--- src/rtl/ps2_host_tx.sv ---
`default_nettype none
// ============================================================================
// Module   : ps2_host_tx
// Purpose  : PS/2 host-to-device byte transmitter over open-drain clk/data.
// Revision : 1.0
// ============================================================================
module ps2_host_tx #(
  parameter int CLK_FREQ_KHZ = 21477,
  parameter int INHIBIT_US   = 100,
  parameter int TIMEOUT_MS   = 15
) (
  input  logic       clk_sys,
  input  logic       reset,
  input  logic [7:0] tx_data,
  input  logic       tx_valid,
  output logic       tx_ready,
  input  logic       ps2_clk_i,
  input  logic       ps2_dat_i,
  output logic       ps2_clk_o,
  output logic       ps2_dat_o,
  output logic       busy,
  output logic       done,
  output logic       error
);

  localparam int INH_CYC = CLK_FREQ_KHZ * INHIBIT_US / 1000;
  localparam int TO_CYC  = CLK_FREQ_KHZ * TIMEOUT_MS;
  localparam int INH_W   = $clog2(INH_CYC + 1);
  localparam int TO_W    = $clog2(TO_CYC + 1);

  localparam logic [INH_W-1:0] INH_LAST = INH_W'(INH_CYC - 1);
  localparam logic [TO_W-1:0]  TO_LIM   = TO_W'(TO_CYC);

  localparam logic [2:0] S_IDLE      = 3'd0;
  localparam logic [2:0] S_INHIBIT   = 3'd1;
  localparam logic [2:0] S_RTS       = 3'd2;
  localparam logic [2:0] S_SHIFT     = 3'd3;
  localparam logic [2:0] S_WAIT_IDLE = 3'd4;

  logic [2:0]       state_q, state_d;
  logic             clk_s1_q, clk_s2_q, clk_prev_q;
  logic             dat_s1_q, dat_s2_q;
  logic [9:0]       shift_q, shift_d;
  logic [3:0]       bitcnt_q, bitcnt_d;
  logic             dat_q, dat_d;
  logic [INH_W-1:0] inh_q, inh_d;
  logic [TO_W-1:0]  to_q, to_d;

  logic fall_edge;
  logic accept;
  logic in_xfer;
  logic timeout_hit;
  logic ack_sample;
  logic line_idle;

  // Lines idle high, so the synchronizers and edge history reset to 1.
  always_ff @(posedge clk_sys or posedge reset) begin
    if (reset) begin
      clk_s1_q   <= 1'b1;
      clk_s2_q   <= 1'b1;
      clk_prev_q <= 1'b1;
      dat_s1_q   <= 1'b1;
      dat_s2_q   <= 1'b1;
    end else begin
      clk_s1_q   <= ps2_clk_i;
      clk_s2_q   <= clk_s1_q;
      clk_prev_q <= clk_s2_q;
      dat_s1_q   <= ps2_dat_i;
      dat_s2_q   <= dat_s1_q;
    end
  end

  assign fall_edge   = clk_prev_q & ~clk_s2_q;
  assign accept      = (state_q == S_IDLE) & tx_valid;
  assign in_xfer     = (state_q == S_RTS) | (state_q == S_SHIFT) | (state_q == S_WAIT_IDLE);
  assign timeout_hit = in_xfer & (to_q == TO_LIM);
  assign ack_sample  = (state_q == S_SHIFT) & fall_edge & (bitcnt_q == 4'd10);
  assign line_idle   = clk_s2_q & dat_s2_q;

  always_ff @(posedge clk_sys or posedge reset) begin
    if (reset) begin
      state_q <= S_IDLE;
    end else begin
      state_q <= state_d;
    end
  end

  always_comb begin
    state_d = state_q;
    case (state_q)
      S_IDLE: begin
        if (accept) state_d = S_INHIBIT;
      end
      S_INHIBIT: begin
        if (inh_q == INH_LAST) state_d = S_RTS;
      end
      S_RTS: begin
        state_d = timeout_hit ? S_IDLE : S_SHIFT;
      end
      S_SHIFT: begin
        if (timeout_hit)     state_d = S_IDLE;
        else if (ack_sample) state_d = dat_s2_q ? S_IDLE : S_WAIT_IDLE;
      end
      S_WAIT_IDLE: begin
        if (timeout_hit || line_idle) state_d = S_IDLE;
      end
      default: state_d = S_IDLE;
    endcase
  end

  // Pulses are Mealy on the exit cycle so they precede tx_ready by one cycle.
  always_comb begin
    tx_ready  = (state_q == S_IDLE);
    busy      = (state_q != S_IDLE);
    ps2_clk_o = (state_q != S_INHIBIT);
    ps2_dat_o = 1'b1;
    if (state_q == S_RTS)        ps2_dat_o = 1'b0;
    else if (state_q == S_SHIFT) ps2_dat_o = dat_q;
    error = timeout_hit | (ack_sample & dat_s2_q);
    done  = (state_q == S_WAIT_IDLE) & line_idle & ~timeout_hit;
  end

  always_comb begin
    shift_d  = shift_q;
    bitcnt_d = bitcnt_q;
    dat_d    = dat_q;
    inh_d    = (state_q == S_INHIBIT) ? inh_q + INH_W'(1) : '0;
    to_d     = (in_xfer && !timeout_hit) ? to_q + TO_W'(1) : '0;
    case (state_q)
      S_IDLE: begin
        dat_d    = 1'b1;
        bitcnt_d = 4'd0;
        if (accept) shift_d = {1'b1, ~^tx_data, tx_data};
      end
      S_RTS: begin
        dat_d    = 1'b0;
        bitcnt_d = 4'd0;
      end
      S_SHIFT: begin
        if (fall_edge && bitcnt_q < 4'd10) begin
          dat_d    = shift_q[0];
          shift_d  = {1'b0, shift_q[9:1]};
          bitcnt_d = bitcnt_q + 4'd1;
        end
      end
      default: ;
    endcase
  end

  always_ff @(posedge clk_sys or posedge reset) begin
    if (reset) begin
      shift_q  <= '0;
      bitcnt_q <= '0;
      dat_q    <= 1'b1;
      inh_q    <= '0;
      to_q     <= '0;
    end else begin
      shift_q  <= shift_d;
      bitcnt_q <= bitcnt_d;
      dat_q    <= dat_d;
      inh_q    <= inh_d;
      to_q     <= to_d;
    end
  end

endmodule
`default_nettype wire

--- config.mk ---
export PLATFORM = sky130hd
export DESIGN_NAME = ps2_host_tx
export DESIGN_NICKNAME = d
export VERILOG_FILES = /design/src/rtl/ps2_host_tx.sv
export SDC_FILE = /design/constraint.sdc
export NUM_CORES = 1
export LEC_CHECK = 0
export CORE_AREA = 4 4 101 103
export DETAILED_ROUTE_END_ITERATION = 10
export DIE_AREA = 0 0 105 107
export DONT_BUFFER_PORTS = 1
export SYNTH_ARGS = -nofsm -noshare
export SYNTH_HDL_FRONTEND = slang
export SYNTH_SLANG_ARGS = --single-unit
--- constraint.sdc ---
create_clock -name clk_sys -period 2.05 [get_ports clk_sys]
set_clock_uncertainty 0.1 [all_clocks]
set_input_delay 0.41 -clock clk_sys [delete_from_list [all_inputs] [get_ports clk_sys]]
set_output_delay 0.41 -clock clk_sys [all_outputs]
set_load 0.02 [all_outputs]
; ---- Word-level counts from Yosys, hierarchy flattened
; Index checks and enable logic that the tools add are counted.
[totals]
ff_bits = 54
output_inout_bits = 6
in_bits = 13
word_cells = 76
[op_classes]
n_addsub = 3
n_lt_le_gt_ge = 1
n_bitwise = 14
n_reduce_logical = 15
muxes = 19
n_eq_ne = 13
[ops]
columns = op, n
row1 = $mux W10, 2
row2 = $pmux W10 S2, 1
row3 = $add A19 B1 Y19 const B, 1
row4 = $eq A19 B19 Y1 const B, 1
row5 = $mux W19, 1
row6 = $mux W3, 6
row7 = $pmux W3 S5, 1
row8 = $add A12 B1 Y12 const B, 1
row9 = $eq A12 B12 Y1 const B, 1
row10 = $mux W12, 1
row11 = $and A1 B1 Y1, 9
row12 = $pmux W4 S2, 1
row13 = $reduce_xnor A8 Y1, 1
row14 = $eq A3 B2 Y1 const B, 2
row15 = $reduce_bool A3 Y1, 2
row16 = $add A4 B1 Y4 const B, 1
row17 = $eq A4 B4 Y1 const B, 1
row18 = $lt A4 B4 Y1 const B, 1
row19 = $mux W4, 1
row20 = $ne A2 B1 Y1 const B, 2
row21 = $ne A2 B2 Y1 const B, 2
row22 = $reduce_and A2 Y1, 2
row23 = $reduce_and A4 Y1, 1
row24 = $reduce_bool A2 Y1, 2
row25 = other kinds (15), 21

; ---- Depth between registers and ports, before layout
[logic_depth]
depth_word = 7
ltp_mapped = 7
ltp_nobuf = 7

; ---- Least setup slack after synthesis
; OpenSTA, ideal clock, no wires.
[synth_timing]
kind = reg-to-output
start = register to_q[2]
end = output port error
required_ns = 1.540
stages_incl_launch_ff = 5
setup_slack_ns = -0.451
arrival_ns = 1.991
n_path_buf = 0
path_cell_list = dfrtp_1 > or4b_2 > nor4_1 > a31oi_1 > o22ai_1
[synth_between]
elab_chain_len = 3
[synth_rtl]
columns = item, line
row1 = from (decl), 47  ; logic [TO_W-1:0] to_q, to_d;
row2 = from (signal assigned), 162  ; to_q <= to_d;
row3 = $eq A19 B19 Y1, 76  ; assign timeout_hit = in_xfer & (to_q == TO_LIM);
row4 = $and A1 B1 Y1, 76
row5 = $or A1 B1 Y1, 119  ; error = timeout_hit | (ack_sample & dat_s2_q);
row6 = to (decl), 23  ; output logic error
; Every way passes these cells.

; ---- Worst setup path in the final report
; Ends and elaborated chain as after synthesis.

==> impl_metrics.toml <==
[routing]
vias = 2124
viasPerCell = 4.86
routed_wl_mm = 6.06
drc_errors = 0
firstDrtPassIters = 4
antenna_left = 0
drtIter0Drc = 56
wl_per_cell_um = 13.9

[timing]
finalSetupViolCount = 22
holdWs_ns = 0.205
worst_pin_slew_ns = 0.466
period_needed_ns = 2.44
max_freq_ghz = 0.410
hold_violations = 0
setup_slack_ns = -0.390
rsz0062_at_grt = "yes"
drv_slew = 0
fin_crit_sh = 1.19
slew_headroom = 0.689

[critical_path]
required_ns = 1.54
worstSetupEndpointType = "output pin"
reg2reg_to = "to_q[12]"
crit_fanout = 4
ff2ff_path_depth = 7
cp-start-kind = "flip-flop"
reg2reg_slack_ns = -0.08
rr_startpoint = "to_q[7]"
worstPathArrival_ns = 1.93
critPathKind = "flip-flop to output pin"

[global_routing]
grt_pass1_wl_mm = 10.5
grt_pass1_vias = 2164
antenna_found_initial = 0
grt_max_degree = 36
grt.total_usage = 0.116
grt_overflow = 0

[cells_and_area]
syn_to_final_growth_pct = 28.0
drive_gt1_frac = 0.236
diodes = 0
final_net_count = 343
stdcell_area_um2 = 3470
final-instance-count-excl-fill = 437

[placed_design]
routabilityCongestion = 0.865
dp_hpwl_mm = 4.23
place_inst = 419
place_area_um2 = 3160
portBuffers = 0

[yosys]
syn-instance-count = 280
async_reset_ff_frac = 1.00
synthTopCellsByArea = "dfrtp_1 44%, dfstp_2 5.8%, xor2_1 5.8%"
synth-seq-cells = 54
yosysSeqAreaShare = 0.500
synth_nets = 298
synth_top_area_frac = 0.442
ys_dominant_reg_cell = "dfrtp_1"
yosys_warnings = 0
synth_edf_count = 0
synth_cell_type_count = 45
yosysTopAreaCell = "dfrtp_1"
netlist_area_um2 = 2720
avgSynthCellArea_um2 = 9.70

[cts]
clock_sinks = 54
htree_num_levels = 2
path_clk_slew_ns = 0.09
cts_buffers = 5
root_buffer = "clkbuf_8"
cts_tree = "built"
clk_latency_ns = 0.31
clockBufferDepth = 2

[floorplan]
die_h_um = 107
dieArea_um2 = 11200
core-area_um2 = 9200
rows = 35
initial_utilization = 0.295
pin_count = 19
die_x_um = 105

[power]
p_leak_nw = 1.53
power_density_nw_per_um2 = 913
worst_ir_drop_vdd_mv = 0.330

[min_path]
worstHoldStart = "tx_data[3]"
whs_endpoint = "shift_q[3]"
holdPathStages = 2
hp-class = "primary input to flip-flop"

[outcome]
status = "finished, violations left"
violations = "setup timing"

[job]
cap_violations = 0
-- how the worst max path moves through the flow --
stage	endpoint	depth (start not counted)	startpoint
2_1_floorplan	error	5	to_q[8]
3_3_place_gp	error	4	to_q[4]
3_5_place_dp	state_q[0]	5	to_q[4]
4_1_cts	error	4	to_q[2]
5_1_grt	error	4	to_q[2]
6_report	error	4	to_q[2]
-- repair_timing --
action                     4_1_cts  5_1_grt
cloned                           3        0
hold endpoints to repair        19        0
gates resized for setup          7        6
pin swaps                        1        0
setup buffers                    4        0
setup endpoints to repair       24       31
hold buffers                     3        0
-- power breakdown --
part / internal (W) / switching [W] / total [W]
Sequential: 0.00128 / 0.000144 / 0.00143
Combinational: 0.000502 / 0.000516 / 0.00102
Clock: 0.000364 / 0.000362 / 0.000726
Total: 0.00215 / 0.00102 / 0.00317
-- stage by stage --
| stage | worst slack [ns] | total power [W] | setup TNS, ns | utilization |
|---|---|---|---|---|
| floorplan | -0.0517 | 0.00204 | -0.0976 | - |
| finish | -0.390 | 0.00317 | -2.22 | 0.378 |
| detailed placement | -0.131 | 0.00239 | -1.92 | 0.343 |
| global route | -0.468 | 0.00340 | -3.89 | 0.378 |
| global placement | -0.0991 | 0.00236 | -0.868 | 0.343 |
| CTS | -0.422 | 0.00319 | -2.41 | 0.375 |
-- sequential cells by signal (all words and copies together) (netlist names), 3 cells and up --
register,cells
state_q,3
bitcnt_q,4
inh_q,12
shift_q,10
to_q,19
-- critical path: stages, from the launching register on --
cell and delay, ns:
dfrtp_1 0.44, or4b_4 0.56, nor4_4 0.34, a31oi_2 0.09, o22ai_4 0.18
-- cells in the mapped netlist, types with 5 or more instances --
master	n
a21oi_1	9
clkbuf_1	7
dfrtp_1	48
dfstp_2	6
ha_1	5
inv_1	8
mux2i_1	9
nand2_1	35
nand3_1	13
nand4_1	5
nor2_1	41
nor3_1	5
o21ai_0	14
xnor2_1	13
xor2_1	18
-- cells by family after synthesis --
| logic type | synth area share |
|---|---|
| XOR/XNOR | 0.100 |
| buffers and inverters | 0.0253 |
| AO/OA/AOI/OAI | 0.0825 |
| AND/OR/NAND/NOR | 0.231 |
| adder cells (fa/ha/maj) | 0.0230 |
| flip-flops | 0.500 |
| multiplexers | 0.0373 |
-- routing by layer --
| layer | GRT usage | share of wire |
|---|---|---|
| met1 | 0.156 | 0.49 |
| met2 | 0.181 | 0.46 |
| met3 | 0.0247 | 0.027 |
| met4 | 0.0459 | 0.020 |
| met5 | 0 | 0 |
-- layout make-up --
cell class / count / area [um^2]
fillers: 919 / 5720
flip-flops and latches: 54 / 1360
multi-input cells: 209 / 1360
repair buffers: 47 / 474
well taps: 111 / 139
clock buffers: 5 / 68.8
clock inverters: 3 / 45.0
inverters: 8 / 30.0
-- cell usage in the layout, fill, tap and decap left out, types with 2 or more instances in the layout --
| cell | Yosys | final |
|---|---|---|
| ha_1 | 5 | 5 |
| a31oi_1 | 3 | 2 |
| a21oi_1 | 9 | 8 |
| nor2_1 | 41 | 41 |
| clkbuf_8 | 0 | 5 |
| a22o_1 | 2 | 2 |
| dlygate4sd3_1 | 0 | 3 |
| mux2i_1 | 9 | 9 |
| or3_1 | 3 | 3 |
| nor3b_1 | 3 | 3 |
| nand2_1 | 35 | 35 |
| clkinvlp_4 | 0 | 2 |
| xor2_1 | 18 | 18 |
| o21ai_0 | 14 | 14 |
| nor4bb_1 | 2 | 2 |
| buf_12 | 0 | 3 |
| dfrtp_2 | 0 | 3 |
| dfstp_2 | 6 | 6 |
| buf_4 | 1 | 36 |
| and3_1 | 3 | 3 |
| nand4_1 | 5 | 5 |
| nor2b_1 | 2 | 2 |
| nand3_1 | 13 | 13 |
| buf_16 | 0 | 2 |
| nor3_1 | 5 | 4 |
| xnor2_1 | 13 | 13 |
| inv_1 | 8 | 7 |
| dfrtp_1 | 48 | 45 |
Note: power is estimated with default switching activity, not from simulation.
